### src/rtl/cpu_pkg.sv
// rtl/cpu_pkg.sv - shared register-file sizes and word/index types
package cpu_pkg;
    localparam int REG_W     = 16;
    localparam int NUM_REGS  = 16;
    localparam int REG_IDX_W = 4;

    typedef logic [REG_W-1:0]     reg_word_t;
    typedef logic [REG_IDX_W-1:0] reg_idx_t;
endpackage

### src/rtl/regfile_wb_if.sv
// rtl/regfile_wb_if.sv - execute-stage write port into the register bank
interface regfile_wb_if #(
    parameter int WIDTH = 16
);
    import cpu_pkg::*;

    logic             wr_en;
    reg_idx_t         wr_addr;
    logic [WIDTH-1:0] wr_data;

    modport master (output wr_en, output wr_addr, output wr_data);
    modport slave  (input  wr_en, input  wr_addr, input  wr_data);
endinterface

### src/rtl/regfile_wb_slot.sv
// rtl/regfile_wb_slot.sv - one-deep pending write-back slot (valid/addr/data)
module wb_slot
    import cpu_pkg::*;
#(
    parameter int WIDTH = 16
) (
    input  logic             clk,
    input  logic             reset,
    input  logic             wr_en,
    input  reg_idx_t         wr_addr,
    input  logic [WIDTH-1:0] wr_data,
    output logic             slot_valid,
    output reg_idx_t         slot_addr,
    output logic [WIDTH-1:0] slot_data
);
    // addr/data only load on a request; they are don't-care while idle
    always_ff @(posedge clk) begin
        if (reset) begin
            slot_valid <= 1'b0;
            slot_addr  <= '0;
            slot_data  <= '0;
        end else begin
            slot_valid <= wr_en;
            if (wr_en) begin
                slot_addr <= wr_addr;
                slot_data <= wr_data;
            end
        end
    end
endmodule

### src/rtl/regfile_wb.sv
// rtl/regfile_wb.sv - 16-entry register bank with registered write-back; REGFILE_FORWARD_EN overlays pending data on reads
module regfile_wb
    import cpu_pkg::*;
#(
    parameter int WIDTH = 16,
    parameter int CNT_W = 8
) (
    input  logic             clk,
    input  logic             reset,
    regfile_wb_if.slave      wr,
    input  logic             clr_all,
    output logic [WIDTH-1:0] r0,
    output logic [WIDTH-1:0] r1,
    output logic [WIDTH-1:0] r2,
    output logic [WIDTH-1:0] r3,
    output logic [WIDTH-1:0] r4,
    output logic [WIDTH-1:0] r5,
    output logic [WIDTH-1:0] r6,
    output logic [WIDTH-1:0] r7,
    output logic [WIDTH-1:0] r8,
    output logic [WIDTH-1:0] r9,
    output logic [WIDTH-1:0] r10,
    output logic [WIDTH-1:0] r11,
    output logic [WIDTH-1:0] r12,
    output logic [WIDTH-1:0] r13,
    output logic [WIDTH-1:0] r14,
    output logic [WIDTH-1:0] r15,
    output logic             wb_valid,
    output reg_idx_t         wb_addr,
    output logic [CNT_W-1:0] wr_count
);
    logic [WIDTH-1:0] regs [NUM_REGS];
    logic [WIDTH-1:0] rd   [NUM_REGS];
    logic [WIDTH-1:0] slot_data;
    logic             slot_valid;
    reg_idx_t         slot_addr;

    wb_slot #(.WIDTH(WIDTH)) u_slot (
        .clk        (clk),
        .reset      (reset),
        .wr_en      (wr.wr_en),
        .wr_addr    (wr.wr_addr),
        .wr_data    (wr.wr_data),
        .slot_valid (slot_valid),
        .slot_addr  (slot_addr),
        .slot_data  (slot_data)
    );

    // clr_all swallows the commit due this edge, so the counter must not advance
    always_ff @(posedge clk) begin
        if (reset) begin
            for (int i = 0; i < NUM_REGS; i++) regs[i] <= '0;
            wr_count <= '0;
        end else if (clr_all) begin
            for (int i = 0; i < NUM_REGS; i++) regs[i] <= '0;
        end else if (slot_valid) begin
            regs[slot_addr] <= slot_data;
            wr_count        <= wr_count + CNT_W'(1);
        end
    end

    for (genvar k = 0; k < NUM_REGS; k++) begin : g_rd
`ifdef REGFILE_FORWARD_EN
        assign rd[k] = (slot_valid && slot_addr == reg_idx_t'(k)) ? slot_data : regs[k];
`else
        assign rd[k] = regs[k];
`endif
    end

    assign r0  = rd[0];
    assign r1  = rd[1];
    assign r2  = rd[2];
    assign r3  = rd[3];
    assign r4  = rd[4];
    assign r5  = rd[5];
    assign r6  = rd[6];
    assign r7  = rd[7];
    assign r8  = rd[8];
    assign r9  = rd[9];
    assign r10 = rd[10];
    assign r11 = rd[11];
    assign r12 = rd[12];
    assign r13 = rd[13];
    assign r14 = rd[14];
    assign r15 = rd[15];

    assign wb_valid = slot_valid;
    assign wb_addr  = slot_addr;
endmodule

### src/flat_wrapper.sv
// flat-port wrapper written by rule: the top's interface ports become plain ports
module regfile_wb_flat import cpu_pkg::*;
#(
    parameter int WIDTH = 16,
    parameter int CNT_W = 8
)
  (clk, reset, clr_all, r0, r1, r2, r3, r4, r5, r6, r7, r8, r9, r10, r11, r12, r13, r14, r15, wb_valid, wb_addr, wr_count, wr_wr_en, wr_wr_addr, wr_wr_data);
  regfile_wb_if #(.WIDTH(WIDTH)) wr_i ();
  input  logic clk;
  input  logic reset;
  input  logic clr_all;
  output logic [WIDTH-1:0] r0;
  output logic [WIDTH-1:0] r1;
  output logic [WIDTH-1:0] r2;
  output logic [WIDTH-1:0] r3;
  output logic [WIDTH-1:0] r4;
  output logic [WIDTH-1:0] r5;
  output logic [WIDTH-1:0] r6;
  output logic [WIDTH-1:0] r7;
  output logic [WIDTH-1:0] r8;
  output logic [WIDTH-1:0] r9;
  output logic [WIDTH-1:0] r10;
  output logic [WIDTH-1:0] r11;
  output logic [WIDTH-1:0] r12;
  output logic [WIDTH-1:0] r13;
  output logic [WIDTH-1:0] r14;
  output logic [WIDTH-1:0] r15;
  output logic wb_valid;
  output reg_idx_t wb_addr;
  output logic [CNT_W-1:0] wr_count;
  input wire logic [$bits(wr_i.wr_en)-1:0] wr_wr_en;
  input wire logic [$bits(wr_i.wr_addr)-1:0] wr_wr_addr;
  input wire logic [$bits(wr_i.wr_data)-1:0] wr_wr_data;
  assign wr_i.wr_en = wr_wr_en;
  assign wr_i.wr_addr = wr_wr_addr;
  assign wr_i.wr_data = wr_wr_data;
  regfile_wb #(.WIDTH(WIDTH), .CNT_W(CNT_W)) u_core (.clk(clk), .reset(reset), .wr(wr_i), .clr_all(clr_all), .r0(r0), .r1(r1), .r2(r2), .r3(r3), .r4(r4), .r5(r5), .r6(r6), .r7(r7), .r8(r8), .r9(r9), .r10(r10), .r11(r11), .r12(r12), .r13(r13), .r14(r14), .r15(r15), .wb_valid(wb_valid), .wb_addr(wb_addr), .wr_count(wr_count));
endmodule
### config.mk
export PLATFORM = sky130hd
export DESIGN_NAME = regfile_wb_flat
export DESIGN_NICKNAME = d
export VERILOG_FILES = /design/src/rtl/cpu_pkg.sv /design/src/rtl/regfile_wb_if.sv /design/src/rtl/regfile_wb_slot.sv /design/src/rtl/regfile_wb.sv /design/src/flat_wrapper.sv
export SDC_FILE = /design/constraint.sdc
export NUM_CORES = 1
export LEC_CHECK = 0
export CORE_MARGIN = 5
export CORE_UTILIZATION = 48
export CTS_CLUSTER_DIAMETER = 60
export DETAILED_ROUTE_END_ITERATION = 16
export PLACE_DENSITY_LB_ADDON = 0.05
export SLEW_MARGIN = 20
export SYNTH_ARGS = -nofsm -noshare
export SYNTH_HDL_FRONTEND = slang
export SYNTH_SLANG_ARGS = --single-unit
### constraint.sdc
create_clock -name clk -period 3.76 [get_ports clk]
set_input_delay 0.376 -clock clk [delete_from_list [all_inputs] [get_ports clk]]
set_output_delay 0.376 -clock clk [all_outputs]
set_load 0.03 [all_outputs]
==> metrics.txt, run 1 <==
# TYPE chip_impl_metric gauge
chip_impl_metric{name="grt-ovfl-total",unit=""} 0
chip_impl_metric{name="first_pass_grt_wire_length",unit="um"} 42600
chip_impl_info{name="worst_setup_start_kind",value="primary input"} 1
chip_impl_metric{name="final.min_clock_period",unit="ns"} 2.48
chip_impl_metric{name="final.hold.worst_slack",unit="ns"} 0.470
chip_impl_metric{name="synth-seq-area-share",unit=""} 0.799
chip_impl_info{name="ys_dominant_reg_cell",value="sky130_fd_sc_hd__edfxtp_1"} 1
chip_impl_info{name="unrepaired_setup_endpoints_after_global_routing",value="false"} 1
chip_impl_metric{name="longest_clk_path_bufs",unit=""} 3
chip_impl_metric{name="grt_usage",unit=""} 0.230
chip_impl_metric{name="fin_total_pwr",unit="mW"} 7.14
chip_impl_metric{name="floorplan.initialDensity",unit=""} 0.490
chip_impl_metric{name="synth_nets",unit=""} 777
chip_impl_metric{name="hold_depth",unit=""} 3
chip_impl_metric{name="totalWireLength",unit="um"} 28500
chip_impl_metric{name="final_nets",unit=""} 1075
chip_impl_metric{name="total_leakage_power",unit="nW"} 5.08
chip_impl_metric{name="finish.instance_area",unit="um2"} 14500
chip_impl_metric{name="pin_count_of_the_biggest_net_entering_global_routing",unit=""} 51
chip_impl_metric{name="postCtsSetupBuffers",unit=""} 0
chip_impl_metric{name="tightestPinTransition",unit="ns"} 1.01
chip_impl_metric{name="drcViolationCount",unit=""} 0
chip_impl_metric{name="avgRoutedWirePerCell",unit="um"} 21.2
chip_impl_metric{name="die_h",unit="um"} 157
chip_impl_metric{name="max_cap_viol_count",unit=""} 0
chip_impl_metric{name="worst-path-buf-inv",unit=""} 2
chip_impl_metric{name="timing.critical_path.required",unit="ns"} 3.91
chip_impl_info{name="timing.critical_path.to_type",value="flip-flop"} 1
chip_impl_metric{name="postCtsHoldBufs",unit=""} 0
chip_impl_info{name="critical_path_cell_by_cell",value="clkdlybuf4s50_1 > buf_4 > or4_2 > o21ai_2"} 1
chip_impl_metric{name="gp_congestion",unit=""} 0.798
chip_impl_info{name="rr_startpoint",value="u_core.u_slot.slot_valid"} 1
chip_impl_metric{name="synth.avg_cell_area",unit="um2"} 13.8
chip_impl_metric{name="power.density",unit="nW/um2"} 492
chip_impl_metric{name="netlist_instances",unit=""} 752
chip_impl_metric{name="critical_path_arrival",unit="ns"} 2.63
chip_impl_metric{name="cts-resized-gates",unit=""} 0
chip_impl_metric{name="post-route-period-util",unit=""} 0.661
chip_impl_info{name="critPathKind",value="in -> reg"} 1
chip_impl_metric{name="fin_cells",unit=""} 1346
chip_impl_metric{name="netlist_area",unit="um2"} 10300
chip_impl_metric{name="placeableCoreArea",unit="um2"} 21100
chip_impl_metric{name="r2r_cells",unit=""} 3
chip_impl_metric{name="filler_instances",unit=""} 1498
chip_impl_metric{name="critical_path.max_stage_delay",unit="ns"} 0.87
chip_impl_info{name="timing.hold.worst.class",value="in -> reg"} 1
chip_impl_info{name="cts_root_buf",value="sky130_fd_sc_hd__clkbuf_16"} 1
chip_impl_metric{name="vias_in_the_first_global_route",unit=""} 6817
chip_impl_metric{name="placed_cells_incl_taps",unit=""} 1296
chip_impl_metric{name="post_dp_cell_area",unit="um2"} 13600
chip_impl_metric{name="drt_pass1_iterations",unit=""} 5
chip_impl_metric{name="route.detailed.vias_per_inst",unit=""} 5.12
chip_impl_metric{name="drtIter0Drc",unit=""} 646
chip_impl_metric{name="htreeDepth",unit=""} 1
chip_impl_metric{name="dieArea",unit="um2"} 24600
chip_impl_metric{name="route.antenna.remaining_nets",unit=""} 0
chip_impl_info{name="cp_top_family",value="simple AND/OR/NAND/NOR gates"} 1
chip_impl_metric{name="fmax",unit="MHz"} 403
chip_impl_metric{name="path_clk_slew",unit="ns"} 0.07
chip_impl_info{name="most_common_cell_after_layout_fill_and_taps_aside",value="sky130_fd_sc_hd__clkdlybuf4s50_1"} 1
chip_impl_metric{name="areaGrowthSynthToFinish",unit="%"} 40.2
chip_impl_info{name="status",value="complete, no violations"} 1
chip_impl_metric{name="worst-path-max-fanout",unit=""} 17
chip_impl_metric{name="grt_antenna_before_repair",unit=""} 2
chip_impl_metric{name="finClkSkew",unit="ns"} 0.0163
chip_impl_metric{name="max-slew-margin-rel",unit=""} 0.323
chip_impl_info{name="highest_count_cells_in_the_layout_ignoring_fill_and_taps",value="sky130_fd_sc_hd__clkdlybuf4s50_1, sky130_fd_sc_hd__nor2_1, sky130_fd_sc_hd__edfxtp_1"} 1
chip_impl_metric{name="placementRows",unit=""} 53
chip_impl_info{name="r2r_end",value="u_core.regs[8][6]"} 1
chip_impl_metric{name="reg2reg_slack",unit="ns"} 1.32
chip_impl_info{name="worst_setup_path_startpoint",value="reset"} 1
chip_impl_metric{name="setup_violations",unit=""} 0
chip_impl_metric{name="setup_ws",unit="ns"} 1.28
chip_impl_metric{name="yosysWarnings",unit=""} 0
chip_impl_metric{name="yosysUniqueCellTypes",unit=""} 28
chip_impl_metric{name="place.detailed.hpwl",unit="um"} 20200
chip_impl_metric{name="cts_buffers",unit=""} 27
chip_impl_metric{name="async_reset_ff_frac",unit=""} 0
chip_impl_info{name="tritoncts_clock_tree",value="built"} 1
chip_impl_metric{name="dieWidth",unit="um"} 157
chip_impl_metric{name="io-pin-count",unit=""} 293
chip_impl_metric{name="worst-path-stages",unit=""} 4
chip_impl_metric{name="final_core_util",unit=""} 0.688
chip_impl_info{name="crit_slowest_cell",value="sky130_fd_sc_hd__or4_2"} 1
chip_impl_metric{name="count_of_pins_over_their_slew_limit",unit=""} 0
chip_impl_metric{name="timing.final.hold_violations",unit=""} 0
chip_impl_metric{name="number_of_enable_type_register_cells_in_the_synthesized_netlist",unit=""} 256
chip_impl_metric{name="ir_drop",unit="mV"} 0.431
chip_impl_metric{name="totalNegativeSetupSlack",unit="ns"} 0
chip_impl_metric{name="buffer_ports.inserted",unit=""} 292
chip_impl_metric{name="tritoncts_num_sinks",unit=""} 285
chip_impl_metric{name="synth_seq_cells",unit=""} 285
chip_impl_metric{name="route.vias.total",unit=""} 6889
chip_impl_metric{name="final_layout_size_suffix_gt1_frac",unit=""} 0.0729
chip_impl_metric{name="worstSkewPairLatency",unit="ns"} 0.52
chip_impl_metric{name="place_ws",unit="ns"} 0.730
chip_impl_info{name="worstSetupEndpoint",value="u_core.regs[8][6]"} 1
-- flip-flops by register name (all words and copies together), names as in the netlist --
name                      flops
u_core.regs                 256
u_core.u_slot.slot_data      16
u_core.wr_count               8
u_core.u_slot.slot_addr       4
u_core.u_slot.slot_valid      1
-- cell type report --
type / instances / area [um2] / area share
sequential: 285 / 8270 / 0.570
timing repair buffer: 314 / 3090 / 0.213
multi-input combinational: 420 / 1870 / 0.129
clock buffer: 28 / 679 / 0.0469
tap: 275 / 344 / 0.0237
clock inverter: 21 / 238 / 0.0164
inverter: 2 / 7.51 / 0.000518
antenna: 1 / 2.50 / 0.000173
-- kinds of logic (layout without fill, tap and decap cells) --
group | Yosys count | after routing | synth area share
muxes | 20 | 20 | 0.0194
and+or+nand+nor | 370 | 370 | 0.142
buffers and inverters | 47 | 365 | 0.0232
adders and majority gates | 1 | 1 | 0.00121
xor gates and xnor gates | 2 | 2 | 0.00169
AOI/OAI and AO/OA | 27 | 27 | 0.0133
other | 0 | 1 | 0
DFF | 285 | 285 | 0.799
-- synth_stat cells, types with 4 or more instances --
cell / n / share of area
sky130_fd_sc_hd__nor2_1: 280 / 0.10
sky130_fd_sc_hd__mux2i_1: 20 / 0.019
sky130_fd_sc_hd__buf_2: 9 / 0.0044
sky130_fd_sc_hd__a21oi_1: 6 / 0.0029
sky130_fd_sc_hd__clkbuf_1: 26 / 0.0094
sky130_fd_sc_hd__edfxtp_1: 256 / 0.74
sky130_fd_sc_hd__or3_1: 4 / 0.0024
sky130_fd_sc_hd__nor2b_1: 4 / 0.0024
sky130_fd_sc_hd__dfxtp_1: 29 / 0.056
sky130_fd_sc_hd__o21ai_0: 20 / 0.0097
sky130_fd_sc_hd__buf_6: 6 / 0.0065
sky130_fd_sc_hd__nand2_1: 68 / 0.025
-- worst min path at each step --
stage,startpoint,to,slack (ns)
floorplan,wr_wr_addr[3],u_core.u_slot.slot_addr[3],0.52
global placement,u_core.wr_count[7],u_core.wr_count[7],0.46
detailed placement,u_core.wr_count[7],u_core.wr_count[7],0.48
CTS,wr_wr_data[9],u_core.u_slot.slot_data[9],0.46
global route,wr_wr_data[9],u_core.u_slot.slot_data[9],0.48
finish,wr_wr_data[9],u_core.u_slot.slot_data[9],0.47
-- layer usage --
metal / routed length [um] / global-route usage
met1: 11200 / 0.318
met2: 13900 / 0.375
met3: 2890 / 0.0570
met4: 416 / 0.0496
met5: 12 / 0
-- worst min-delay path: cells and delay by family --
| kind | cells | cell delay, ns |
|---|---|---|
| multiplexers | 1 | 0.13 |
| AND/OR/NAND/NOR | 1 | 0.05 |
| buffers and inverters | 1 | 0.39 |
-- power by group --
group          total, mW  switching, mW  internal, mW
clock network       2.80           1.14          1.66
logic              0.691          0.437         0.254
registers           3.65         0.0815          3.57
total               7.14           1.66          5.48
Power figures use the tool's default switching activity.
==> run 2, diff against run 1 <==
==> constraint.sdc (replaced) <==
create_clock -name clk -period 2.44 [get_ports clk]
set_input_delay 0.244 -clock clk [delete_from_list [all_inputs] [get_ports clk]]
set_output_delay 0.244 -clock clk [all_outputs]
set_load 0.03 [all_outputs]
==> run 2 against run 1 <==
Setup slack worse by 0.99 ns. Critical path depth shrank 3. Clock power grew 55%. Sequential power up 54%. Final cell count rose by 1.5%. Count of clock-buffer cells in the layout up 4. Sequential share of layout area shrank 1.3 points. Critical path type is now reg -> out. Largest cell class unchanged. Largest power group unchanged.
==> metrics.txt, run 2 (synthesized netlist as in run 1, its figures left out) <==
# TYPE chip_impl_metric gauge
chip_impl_info{name="r2r_end",value="u_core.regs[0][2]"} 1
chip_impl_info{name="cp_top_family",value="buffers and inverters"} 1
chip_impl_info{name="cts_root_buf",value="sky130_fd_sc_hd__clkbuf_16"} 1
chip_impl_metric{name="fin_total_pwr",unit="mW"} 11.1
chip_impl_info{name="rr_startpoint",value="u_core.u_slot.slot_addr[3]"} 1
chip_impl_metric{name="cts_buffers",unit=""} 28
chip_impl_info{name="worst_setup_start_kind",value="flip-flop"} 1
chip_impl_metric{name="timing.final.hold_violations",unit=""} 0
chip_impl_metric{name="flip_flop_count_of_the_largest_register_all_copies_and_words_added",unit=""} 256
chip_impl_metric{name="dieArea",unit="um2"} 24600
chip_impl_metric{name="postCtsHoldBufs",unit=""} 0
chip_impl_metric{name="dieWidth",unit="um"} 157
chip_impl_metric{name="grt-ovfl-total",unit=""} 0
chip_impl_metric{name="io-pin-count",unit=""} 293
chip_impl_metric{name="avgRoutedWirePerCell",unit="um"} 21.2
chip_impl_metric{name="critical_path_arrival",unit="ns"} 1.91
chip_impl_metric{name="fmax",unit="MHz"} 465
chip_impl_info{name="reg.largest.list",value="u_core.regs: 256 flops, u_core.u_slot.slot_data: 16 flops, u_core.wr_count: 8 flops"} 1
chip_impl_metric{name="placementRows",unit=""} 53
chip_impl_metric{name="final_layout_size_suffix_gt1_frac",unit=""} 0.0917
chip_impl_info{name="worst_hold_startpoint",value="wr_wr_data[8]"} 1
chip_impl_metric{name="floorplan.initialDensity",unit=""} 0.490
chip_impl_metric{name="total_leakage_power",unit="nW"} 5.25
chip_impl_metric{name="gp_congestion",unit=""} 0.789
chip_impl_metric{name="vias_in_the_first_global_route",unit=""} 6960
chip_impl_metric{name="htreeDepth",unit=""} 1
chip_impl_metric{name="die_h",unit="um"} 157
chip_impl_metric{name="final_nets",unit=""} 1093
chip_impl_metric{name="placeableCoreArea",unit="um2"} 21100
chip_impl_metric{name="power.density",unit="nW/um2"} 747
chip_impl_info{name="hold_path_end",value="u_core.u_slot.slot_data[8]"} 1
chip_impl_info{name="largest_register_by_flop_count",value="u_core.regs"} 1
chip_impl_metric{name="totalWireLength",unit="um"} 29000
chip_impl_metric{name="critical_path.max_stage_delay",unit="ns"} 0.77
chip_impl_metric{name="drtIter0Drc",unit=""} 448
chip_impl_metric{name="hold_depth",unit=""} 3
chip_impl_metric{name="tightestPinTransition",unit="ns"} 0.987
chip_impl_metric{name="drcViolationCount",unit=""} 0
chip_impl_metric{name="max-slew-margin-rel",unit=""} 0.341
chip_impl_metric{name="final.min_clock_period",unit="ns"} 2.15
chip_impl_metric{name="first_pass_grt_wire_length",unit="um"} 42900
chip_impl_info{name="timing.hold.worst.class",value="in -> reg"} 1
chip_impl_info{name="unrepaired_setup_endpoints_after_global_routing",value="false"} 1
chip_impl_info{name="crit_slowest_cell",value="sky130_fd_sc_hd__clkdlybuf4s50_1"} 1
chip_impl_metric{name="cts-resized-gates",unit=""} 0
chip_impl_info{name="highest_count_cells_in_the_layout_ignoring_fill_and_taps",value="sky130_fd_sc_hd__clkdlybuf4s50_1, sky130_fd_sc_hd__nor2_1, sky130_fd_sc_hd__edfxtp_1"} 1
chip_impl_info{name="most_common_cell_after_layout_fill_and_taps_aside",value="sky130_fd_sc_hd__clkdlybuf4s50_1"} 1
chip_impl_metric{name="ir_drop",unit="mV"} 0.529
chip_impl_metric{name="pin_count_of_the_biggest_net_entering_global_routing",unit=""} 35
chip_impl_info{name="critical_path_cell_by_cell",value="clkdlybuf4s50_1"} 1
chip_impl_metric{name="worstSkewPairLatency",unit="ns"} 0.53
chip_impl_metric{name="grt_antenna_before_repair",unit=""} 2
chip_impl_metric{name="grt_usage",unit=""} 0.234
chip_impl_info{name="tritoncts_clock_tree",value="built"} 1
chip_impl_metric{name="tritoncts_num_sinks",unit=""} 285
chip_impl_metric{name="buffer_ports.inserted",unit=""} 292
chip_impl_metric{name="drt_pass1_iterations",unit=""} 4
chip_impl_metric{name="setup_violations",unit=""} 0
chip_impl_metric{name="place.detailed.hpwl",unit="um"} 20600
chip_impl_metric{name="r2r_cells",unit=""} 3
chip_impl_metric{name="count_of_pins_over_their_slew_limit",unit=""} 0
chip_impl_metric{name="filler_instances",unit=""} 1497
chip_impl_metric{name="route.detailed.vias_per_inst",unit=""} 5.08
chip_impl_metric{name="timing.critical_path.required",unit="ns"} 2.20
chip_impl_info{name="status",value="complete, no violations"} 1
chip_impl_info{name="critPathKind",value="reg -> out"} 1
chip_impl_metric{name="reg2reg_slack",unit="ns"} 0.46
chip_impl_metric{name="route.vias.total",unit=""} 6941
chip_impl_info{name="timing.critical_path.to_type",value="output port"} 1
chip_impl_metric{name="route.antenna.remaining_nets",unit=""} 0
chip_impl_metric{name="post-route-period-util",unit=""} 0.881
chip_impl_metric{name="worst-path-buf-inv",unit=""} 1
chip_impl_metric{name="postCtsSetupBuffers",unit=""} 0
chip_impl_metric{name="path_clk_slew",unit="ns"} 0.06
chip_impl_metric{name="areaGrowthSynthToFinish",unit="%"} 43.4
chip_impl_metric{name="worst-path-max-fanout",unit=""} 10
chip_impl_metric{name="longest_clk_path_bufs",unit=""} 3
chip_impl_metric{name="finClkSkew",unit="ns"} 0.0105
chip_impl_metric{name="max_cap_viol_count",unit=""} 0
chip_impl_metric{name="final_core_util",unit=""} 0.703
-- run 2: how the worst max path moves through the flow --
stage	startpoint	cells past startpoint	slack, ns	end
global placement	clr_all	5	0.03	u_core.regs[3][12]
detailed placement	clr_all	5	0.04	u_core.regs[3][1]
finish	u_core.u_slot.slot_addr[3]	1	0.29	wb_addr[3]
global route	u_core.u_slot.slot_addr[3]	1	0.23	wb_addr[3]
floorplan	u_core.u_slot.slot_valid	4	-0.40	u_core.regs[11][0]
CTS	u_core.u_slot.slot_addr[3]	1	0.27	wb_addr[3]
-- run 2: layer usage --
metal,track usage,vias to the layer above,part of all wire
met1,0.312,3359,0.38
li1,-,3224,-
met5,0,-,0.00045
met3,0.0625,28,0.098
met2,0.396,328,0.51
met4,0.0405,2,0.011
-- run 2: stage by stage --
step / setup TNS (ns) / setup WS (ns) / instance area [um2] / instances / hold slack (ns)
2_1_floorplan: -19.03 / -0.396 / 10400 / 752 / 0.391
3_3_place_gp: 0 / 0.0290 / 13900 / 1313 / 0.469
3_5_place_dp: 0 / 0.0416 / 13900 / 1313 / 0.472
4_1_cts: 0 / 0.274 / 14800 / 1365 / 0.302
5_1_grt: 0 / 0.231 / 14800 / 1366 / 0.304
6_report: 0 / 0.290 / 14800 / 1366 / 0.321
-- run 2: layout make-up --
| cell class | instances | area (um2) | share of cell area |
|---|---|---|---|
| antenna | 1 | 2.50 | 0.000169 |
| inverter | 2 | 7.51 | 0.000506 |
| sequential | 285 | 8270 | 0.558 |
| tap | 275 | 344 | 0.0232 |
| timing repair buffer | 331 | 3380 | 0.228 |
| clock buffer | 32 | 737 | 0.0497 |
| multi-input combinational | 420 | 1890 | 0.128 |
| clock inverter | 20 | 198 | 0.0133 |
-- run 2: power breakdown --
group | internal [mW] | switching (mW) | total (mW)
logic | 0.431 | 0.682 | 1.11
registers | 5.50 | 0.127 | 5.63
clock network | 2.58 | 1.76 | 4.34
